### src/rtl/genesys_buf_pkg.sv
// Shared constants and width helpers for the on-chip buffer family.
package genesys_buf_pkg;

  // Read-during-write collision modes.
  localparam bit WR_FIRST = 1'b1;
  localparam bit RD_FIRST = 1'b0;

  // Address width for a given number of entries, never narrower than one bit.
  function automatic int unsigned read_addr_width(input int unsigned depth);
    return (depth > 32'd1) ? $clog2(depth) : 32'd1;
  endfunction

  // Number of address bits that select a lane inside a read row.
  function automatic int unsigned lane_bits(input int unsigned ratio);
    return (ratio > 32'd1) ? $clog2(ratio) : 32'd0;
  endfunction

  // Write-side address is {row, lane}.
  function automatic int unsigned write_addr_width(input int unsigned depth,
                                                   input int unsigned ratio);
    return read_addr_width(depth) + lane_bits(ratio);
  endfunction

  // Wide read word is RATIO narrow lanes side by side.
  function automatic int unsigned read_width(input int unsigned ww,
                                             input int unsigned ratio);
    return ww * ratio;
  endfunction

  // True when a row index addresses real storage.
  function automatic logic in_range(input int unsigned idx,
                                    input int unsigned depth);
    return (idx < depth);
  endfunction

endpackage

### src/rtl/banked_sdp_sram_buffer_chk.sv
// Simulation checks on the address ranges presented to the buffer.
module banked_sdp_sram_buffer_chk
  import genesys_buf_pkg::*;
#(
  parameter int unsigned DEPTH = 128,
  parameter int unsigned AW    = 7
) (
  input logic          clk,
  input logic          rst_n,
  input logic          wr,
  input logic [AW-1:0] wrow,
  input logic          rd,
  input logic [AW-1:0] rrow
);

  a_wr_row_range: assert property (@(posedge clk) disable iff (!rst_n)
                                   wr |-> in_range(32'(wrow), DEPTH));

  a_rd_row_range: assert property (@(posedge clk) disable iff (!rst_n)
                                   rd |-> in_range(32'(rrow), DEPTH));

endmodule

### src/rtl/sdp_sram_bank.sv
// One lane of the buffer: WIDTH x DEPTH, one write port, one registered
// read port. Same-row read and write in one cycle returns the old contents.
module sdp_sram_bank
  import genesys_buf_pkg::*;
#(
  parameter int unsigned WIDTH = 8,
  parameter int unsigned DEPTH = 128,
  parameter int unsigned AW    = 7
) (
  input  logic             clk,
  input  logic             rst_n,
  input  logic             we,
  input  logic [AW-1:0]    waddr,
  input  logic [WIDTH-1:0] wdata,
  input  logic             re,
  input  logic [AW-1:0]    raddr,
  output logic [WIDTH-1:0] rdata
);

  logic [WIDTH-1:0] mem_r [DEPTH];
  logic [WIDTH-1:0] rdata_r;

  // Write port; rows beyond the array are dropped.
  always_ff @(posedge clk) begin
    if (we && in_range(32'(waddr), DEPTH)) begin
      mem_r[waddr] <= wdata;
    end
  end

  // Registered read port; holds its last value when no read is requested.
  always_ff @(posedge clk or negedge rst_n) begin
    if (!rst_n) begin
      rdata_r <= '0;
    end else if (re) begin
      rdata_r <= mem_r[raddr];
    end
  end

  assign rdata = rdata_r;

endmodule

### src/rtl/banked_sdp_sram_buffer.sv
// Narrow-write / wide-read buffer built from RATIO lane banks, with a
// configurable read pipeline, a regceb-gated output register and selectable
// read-during-write behaviour. Sits between the DMA writer and the PE reader.
module banked_sdp_sram_buffer
  import genesys_buf_pkg::*;
#(
  parameter int unsigned WRITE_WIDTH      = 8,
  parameter int unsigned RATIO            = 4,
  parameter int unsigned BUFFER_DEPTH     = 128,
  parameter int unsigned READ_LATENCY_B   = 2,
  parameter bit          WRITE_FIRST      = WR_FIRST,
  parameter int unsigned READ_ADDR_WIDTH  = read_addr_width(BUFFER_DEPTH),
  parameter int unsigned WRITE_ADDR_WIDTH = write_addr_width(BUFFER_DEPTH, RATIO)
) (
  input  logic                           clka,
  input  logic                           rstb,
  input  logic                           ena,
  input  logic                           wea,
  input  logic [WRITE_ADDR_WIDTH-1:0]    addra,
  input  logic [WRITE_WIDTH-1:0]         dina,
  input  logic                           enb,
  input  logic                           regceb,
  input  logic [READ_ADDR_WIDTH-1:0]     addrb,
  output logic [WRITE_WIDTH*RATIO-1:0]   doutb,
  output logic                           rvalidb,
  output logic                           sbiterrb,
  output logic                           dbiterrb
);

  localparam int unsigned RW = read_width(WRITE_WIDTH, RATIO);
  localparam int unsigned LB = lane_bits(RATIO);
  localparam int unsigned LW = (LB > 32'd0) ? LB : 32'd1;

  logic [LW-1:0]              lane_s;
  logic [READ_ADDR_WIDTH-1:0] row_s;
  logic                       wr_s;
  logic                       coll_s;
  logic [RATIO-1:0]           bank_we_s;
  logic [RW-1:0]              bank_rd_s;
  logic [RW-1:0]              s1_data_s;
  logic                       s1_valid_r;
  logic                       fwd_en_r;
  logic [LW-1:0]              fwd_lane_r;
  logic [WRITE_WIDTH-1:0]     fwd_data_r;

  // Lane and row are plain bit fields of the write address.
  if (LB > 32'd0) begin : g_lane
    assign lane_s = addra[LB-1:0];
    assign row_s  = addra[WRITE_ADDR_WIDTH-1:LB];
  end else begin : g_nolane
    assign lane_s = '0;
    assign row_s  = addra;
  end

  assign wr_s   = ena & wea;
  assign coll_s = wr_s & enb & (row_s == addrb);

  for (genvar k = 0; k < RATIO; k++) begin : g_bank
    assign bank_we_s[k] = wr_s & (lane_s == LW'(k));

    sdp_sram_bank #(
      .WIDTH (WRITE_WIDTH),
      .DEPTH (BUFFER_DEPTH),
      .AW    (READ_ADDR_WIDTH)
    ) u_bank (
      .clk   (clka),
      .rst_n (rstb),
      .we    (bank_we_s[k]),
      .waddr (row_s),
      .wdata (dina),
      .re    (enb),
      .raddr (addrb),
      .rdata (bank_rd_s[k*WRITE_WIDTH +: WRITE_WIDTH])
    );
  end

  // Stage-1 valid plus the same-cycle write captured for forwarding; the
  // forward info only changes with a new read so stage 1 holds between reads.
  always_ff @(posedge clka or negedge rstb) begin
    if (!rstb) begin
      s1_valid_r <= 1'b0;
      fwd_en_r   <= 1'b0;
      fwd_lane_r <= '0;
      fwd_data_r <= '0;
    end else begin
      s1_valid_r <= enb;
      if (enb) begin
        fwd_en_r   <= coll_s & WRITE_FIRST;
        fwd_lane_r <= lane_s;
        fwd_data_r <= dina;
      end
    end
  end

  // Stage-1 result: bank data with the colliding lane replaced when forwarding.
  always_comb begin
    s1_data_s = bank_rd_s;
    if (fwd_en_r) begin
      s1_data_s[32'(fwd_lane_r)*WRITE_WIDTH +: WRITE_WIDTH] = fwd_data_r;
    end else begin
      s1_data_s = bank_rd_s;
    end
  end

  if (READ_LATENCY_B == 32'd1) begin : g_lat1
    logic unused_regceb_s;
    assign unused_regceb_s = regceb;
    assign doutb           = s1_data_s;
    assign rvalidb         = s1_valid_r;
  end else begin : g_latn
    logic [RW-1:0] fin_d_s;
    logic          fin_v_s;
    logic [RW-1:0] dout_r;
    logic          rvalid_r;

    if (READ_LATENCY_B == 32'd2) begin : g_direct
      assign fin_d_s = s1_data_s;
      assign fin_v_s = s1_valid_r;
    end else begin : g_mid
      localparam int unsigned MID = READ_LATENCY_B - 32'd2;
      logic [RW-1:0] mid_d_r [MID];
      logic          mid_v_r [MID];

      // Free-running middle stages; the valid bit travels with its data.
      always_ff @(posedge clka or negedge rstb) begin
        if (!rstb) begin
          for (int i = 0; i < int'(MID); i++) begin
            mid_d_r[i] <= '0;
            mid_v_r[i] <= 1'b0;
          end
        end else begin
          mid_d_r[0] <= s1_data_s;
          mid_v_r[0] <= s1_valid_r;
          for (int i = 1; i < int'(MID); i++) begin
            mid_d_r[i] <= mid_d_r[i-1];
            mid_v_r[i] <= mid_v_r[i-1];
          end
        end
      end

      assign fin_d_s = mid_d_r[MID-1];
      assign fin_v_s = mid_v_r[MID-1];
    end

    // Output register: frozen while regceb=0; data only reloads on a completed read.
    always_ff @(posedge clka or negedge rstb) begin
      if (!rstb) begin
        dout_r   <= '0;
        rvalid_r <= 1'b0;
      end else if (regceb) begin
        rvalid_r <= fin_v_s;
        if (fin_v_s) begin
          dout_r <= fin_d_s;
        end
      end
    end

    assign doutb   = dout_r;
    assign rvalidb = rvalid_r;
  end

  assign sbiterrb = 1'b0;
  assign dbiterrb = 1'b0;

  banked_sdp_sram_buffer_chk #(
    .DEPTH (BUFFER_DEPTH),
    .AW    (READ_ADDR_WIDTH)
  ) u_chk (
    .clk   (clka),
    .rst_n (rstb),
    .wr    (wr_s),
    .wrow  (row_s),
    .rd    (enb),
    .rrow  (addrb)
  );

endmodule
### config.mk
export PLATFORM = sky130hd
export DESIGN_NAME = banked_sdp_sram_buffer
export DESIGN_NICKNAME = d
export VERILOG_FILES = /design/src/rtl/genesys_buf_pkg.sv /design/src/rtl/banked_sdp_sram_buffer_chk.sv /design/src/rtl/sdp_sram_bank.sv /design/src/rtl/banked_sdp_sram_buffer.sv
export SDC_FILE = /design/constraint.sdc
export NUM_CORES = 2
export LEC_CHECK = 0
export CAP_MARGIN = 20
export CORE_MARGIN = 2
export CORE_UTILIZATION = 40
export DETAILED_ROUTE_END_ITERATION = 16
export PLACE_DENSITY_LB_ADDON = 0.1
export SLEW_MARGIN = 25
export SYNTH_ARGS = -nofsm -noshare
export SYNTH_HDL_FRONTEND = slang
export SYNTH_SLANG_ARGS = --single-unit
### constraint.sdc
create_clock -name clka -period 3.6 [get_ports clka]
set_input_delay 0.54 -clock clka [delete_from_list [all_inputs] [get_ports clka]]
set_output_delay 0.54 -clock clka [all_outputs]
set_load 0.03 [all_outputs]
; Word-level counts from Yosys, hierarchy flattened
; Memories as Yosys holds them, arrays and structs flattened. A register that Yosys moved wholly into a read port is not among the register bits.
; Cells that the tools add are included.
[classes]
addsub = 1
shifts = 2
bitwise = 7
muxes = 10
reduce_logical = 6
eq_ne = 4
[op_table]
columns = cell, count
row1 = negation 5 -> 34 bit, 1
row2 = "variable shift 8 x 34 -> 32 bit, first input constant", 1
row3 = variable part select 8 x 34 -> 32 bit, 1
row4 = bitwise mux 32 bit, 1
row5 = two-way mux 32 bit, 1
row6 = two-way mux 1 bit, 8
row7 = AND 1 bit, 7
row8 = == test 7 bit, 1
row9 = "== test 2 bit, second input constant", 2
row10 = logical NOT 1 bit, 4
row11 = "== test 2 x 1 -> 1 bit, second input constant", 1
row12 = logical NOT 2 bit, 1
row13 = AND reduction 2 bit, 1
[word_totals]
register_bits = 45
out_inout_bits = 35
memories = 4
inputBits = 30
elab_cells = 40
ramBits = 4096
[mem_list]
columns = name, depth, width, read_ports, rd_clocked_by_memory_dff, write_ports, line_no
row1 = g_bank[0].u_bank.mem_r, 128, 8, 1, 1, 1, sdp_sram_bank.sv:20  ; logic [WIDTH-1:0] mem_r [DEPTH];
row2 = g_bank[1].u_bank.mem_r, 128, 8, 1, 1, 1, sdp_sram_bank.sv:20
row3 = g_bank[2].u_bank.mem_r, 128, 8, 1, 1, 1, sdp_sram_bank.sv:20
row4 = g_bank[3].u_bank.mem_r, 128, 8, 1, 1, 1, sdp_sram_bank.sv:20

; Logic depth before layout (Yosys ltp)
[depth]
depth_word = 4
ltp_mapped = 12
mapped_depth_nobuf = 6

; Cells and area by module
; From an unflattened synthesis, not the netlist that was laid out.
[hier_totals]
hier_cells = 8207
hier_area_um2 = 164170.0
[modules_own_cells]
columns = mod, area_per_inst_um2, instances, cells_per_inst, seq_area_each_um2
row1 = sdp_sram_bank, 40492.6, 4, 2000, 30949.7
row2 = banked_sdp_sram_buffer, 2199.6, 1, 207, 1126.1

; Worst setup path before layout
; Ideal clock, no wire load.
[synth_timing]
path_type = input to register
from = in addra[4]
to = mem g_bank[0].u_bank.mem_r[100][0], enable pin
path_buffers = 2
t_arrival_ns = 2.140
setup_slack_ns = 1.090
required_ns = 3.230
stages = 5
setup_time_ns = 0.370
path_cell_list = clkbuf_1 > nor3b_1 > clkbuf_1 > nand2_1 > nor2_1
[synth_rtl]
columns = element, line_no
row1 = from (decl), banked_sdp_sram_buffer.sv:19  ; input logic [WRITE_ADDR_WIDTH-1:0] addra,
row2 = to (decl), sdp_sram_bank.sv:20
; Straight into the memory's write port.

==> results.yml <==
sta:
  hold_ws_ps: 73.7
  hold_violations: 0
  tightest_slew_ps: 1150
  final.period_utilization: 0.863
  final.setup_skew_ps: 37.1
  slew_viol_final: 0
  setup_viol: 0
  fin_tns_setup_ps: 0
  grt_setup_unrepaired: "no"
  fin_ws_ps: 492
  max-slew-margin-rel: 0.227
  fin_crit_ps: 3110
  fmax_mhz: 322
placement:
  pre_cts_slack_ps: -510
  io_buffers: 62
  dp_hpwl_mm: 325
  place.gp.congestion: 0.864
  placed_cells: 14800
die:
  ios: 65
  die_area_sq_um: 414000
  initial_core_util: 0.402
  die_h_um: 643
  rows: 234
  core_sq_um: 406000
  die_w_um: 643
worst_setup_path:
  crit_chain: "clkdlybuf4s50_1 -> buf_12 -> buf_4 -> nor2b_2 -> buf_12 -> o21ai_0 -> nor3_1 -> buf_4 -> a211oi_1 -> buf_4 -> o211ai_1 -> o221ai_1"
  required_ps: 4420
  path_class: "in -> reg"
  ff2ff_path_depth: 6
  cp-start-kind: "input port"
  critPathMaxStageDelay_ps: 550
  path_max_fanout: 28
  path_buf_inv: 6
  crit_path_frequent_cell: "buf_4"
  critPathTopFamily: "buffers and inverters"
  critPathArrivalTime_ps: 3920
  slowest_stage: "nor3_1"
  crit_cells: 12
  crit_path_end_kind: "flip-flop"
logic_synthesis:
  yosysSeqAreaShare: 0.765
  synthesis.area_sq_um: 163000
  synthCells: 8695
  yosys.area.top_type: "edfxtp_1"
  syn-mean-instance-area_sq_um: 18.8
  yosysWarningCount: 0
  ys.flop_type: "edfxtp_1"
  ys_ff_latch: 4173
  synth_edf_count: 4096
  yosys-top-cells-area: "edfxtp_1 (75%), mux4_2 (7.7%), mux2i_1 (6.2%)"
  netlist.area_leader.share: 0.753
  synthDistinctLibCells: 50
  async_reset_ff_frac: 0.0185
global_routing:
  grt_pass1_vias: 89100
  gr-total-overflow: 0
  grt_use_total: 0.234
  grt_pass1_wl_mm: 690
  grt_max_degree: 118
  antenna_found_initial: 27
routing:
  drt-total-wl_mm: 491
  via_per_inst: 5.61
  drtIter0Drc: 9075
  ant_nets: 0
  post_drt_wl_per_cell_um: 31.3
  drc: 0
  dr.pass1.iters: 6
  vias: 88000
clock_tree:
  cts_max_path_buffers: 4
  clkTransAtPathRegs_ps: 60
  worstSkewPairLatency_ps: 1000
  cts.sinks: 4173
  htreeDepth: 5
  cts_tree: "done"
  cts_buffers: 447
  clockRootBuffer: "clkbuf_16"
min_path:
  hold_path.class: "in -> reg"
  hold_depth: 1
layout:
  final_cells: 15700
  nNetsFinal: 9897
  area_delta_synth_final_pct: 18.4
  n_fill_cell: 34400
  mostFrequentLayoutCells: "edfxtp_1 (4096), buf_4 (1052), mux2i_1 (1008)"
  drive_above_1_share: 0.239
  final_util: 0.476
  layout_commonest_cell: "edfxtp_1"
flow_run:
  maxCapViolations: 0
power_and_ir_drop:
  max-vdd-ir-drop_mv: 0.422
  p_per_area_nw_per_um2: 545
  p_leak_nw: 64.8
outcome:
  status: "complete, no violations"
## cells by family after synthesis
| group | synth area share |
|---|---|
| AO/OA/AOI/OAI | 0.0432 |
| multiplexers | 0.140 |
| adder cells (fa/ha/maj) | 0.000383 |
| other | 0.0000229 |
| XOR/XNOR | 0.000375 |
| buffers and inverters | 0.0192 |
| flip-flops | 0.765 |
| AND/OR/NAND/NOR | 0.0328 |
## stage by stage
step	total power (W)	area, sq um
2_1_floorplan	0.0575	163000
3_3_place_gp	0.0613	179000
3_5_place_dp	0.0613	179000
4_1_cts	0.106	193000
5_1_grt	0.108	193000
6_report	0.105	193000
## timing repair
action | in CTS | in global routing
buffers inserted | 0 | 0
hold buffers | 4 | 1
hold endpoints to repair | 130 | 3
gates resized for setup | 0 | 0
## path summary, 6_finish.rpt
kind                                               startpoint                              to  slack (ps)
worst max-delay path                                 addrb[5]       g_bank[0].u_bank.rdata[4]         490
worst min-delay path                                  dina[6]  g_bank[2].u_bank.mem_r[109][6]          70
worst max register to register  g_bank[2].u_bank.mem_r[77][4]       g_bank[2].u_bank.rdata[4]         640
worst min register to register                 g_latn.fin_v_s                         rvalidb         500
max in group asynchronous                                rstb       g_bank[2].u_bank.rdata[3]        2660
min in group asynchronous                                rstb                        doutb[4]         190
## report_power, final
part | total, W | switching [W] | internal, W | leakage, nW
clock | 0.0451 | 0.0191 | 0.0260 | 6.98
sequential | 0.0537 | 0.000208 | 0.0535 | 37.7
combinational | 0.00659 | 0.00431 | 0.00227 | 20.1
total | 0.105 | 0.0236 | 0.0818 | 64.8
## flip-flops by register name, summed over array words and instances (netlist names)
| name | count |
|---|---|
| doutb | 32 |
| fwd_data_r | 8 |
| fwd_en_r | 1 |
| fwd_lane_r | 2 |
| g_bank.u_bank.mem_r | 4096 |
| g_bank.u_bank.rdata | 32 |
| g_latn.fin_v_s | 1 |
| rvalidb | 1 |
## cell type report
class	count	area, sq um	area share
flip-flops and latches	4173	125000	0.646
multi-input cells	3934	35500	0.184
clock buffers	576	11900	0.0613
repair buffers	1268	11600	0.0602
well taps	5428	6790	0.0351
clock inverters	259	2480	0.0128
inverters	38	151	0.000783
diodes	10	25.0	0.000129
## synthesized netlist by cell type, types with 56 or more instances
cell type  instances
mux2i_1         1008
a22oi_1          205
o21ai_0           67
o221ai_1          96
clkbuf_1         258
edfxtp_1        4096
a211oi_1          56
nor3_1           133
o22ai_1          224
nor2_1           708
nand2_1          405
dfrtp_1           77
buf_4            121
buf_2             98
a21oi_1          135
mux4_2           560
## worst reg2reg max path: stages (launching register included)
cell and delay [ps]:
edfxtp_1 370, mux4_2 480, mux2i_1 400, a211oi_1 150, buf_4 190, o211ai_1 910, o221ai_1 280
## routing by layer
layer | up-vias | track usage | part of all wire
met2 | 2945 | 0.384 | 0.48
met5 | - | 0 | 0.000057
met1 | 46900 | 0.323 | 0.42
met4 | 6 | 0.0746 | 0.035
met3 | 639 | 0.0336 | 0.060
li1 | 37600 | - | -
Power figures use the tool's default switching activity.
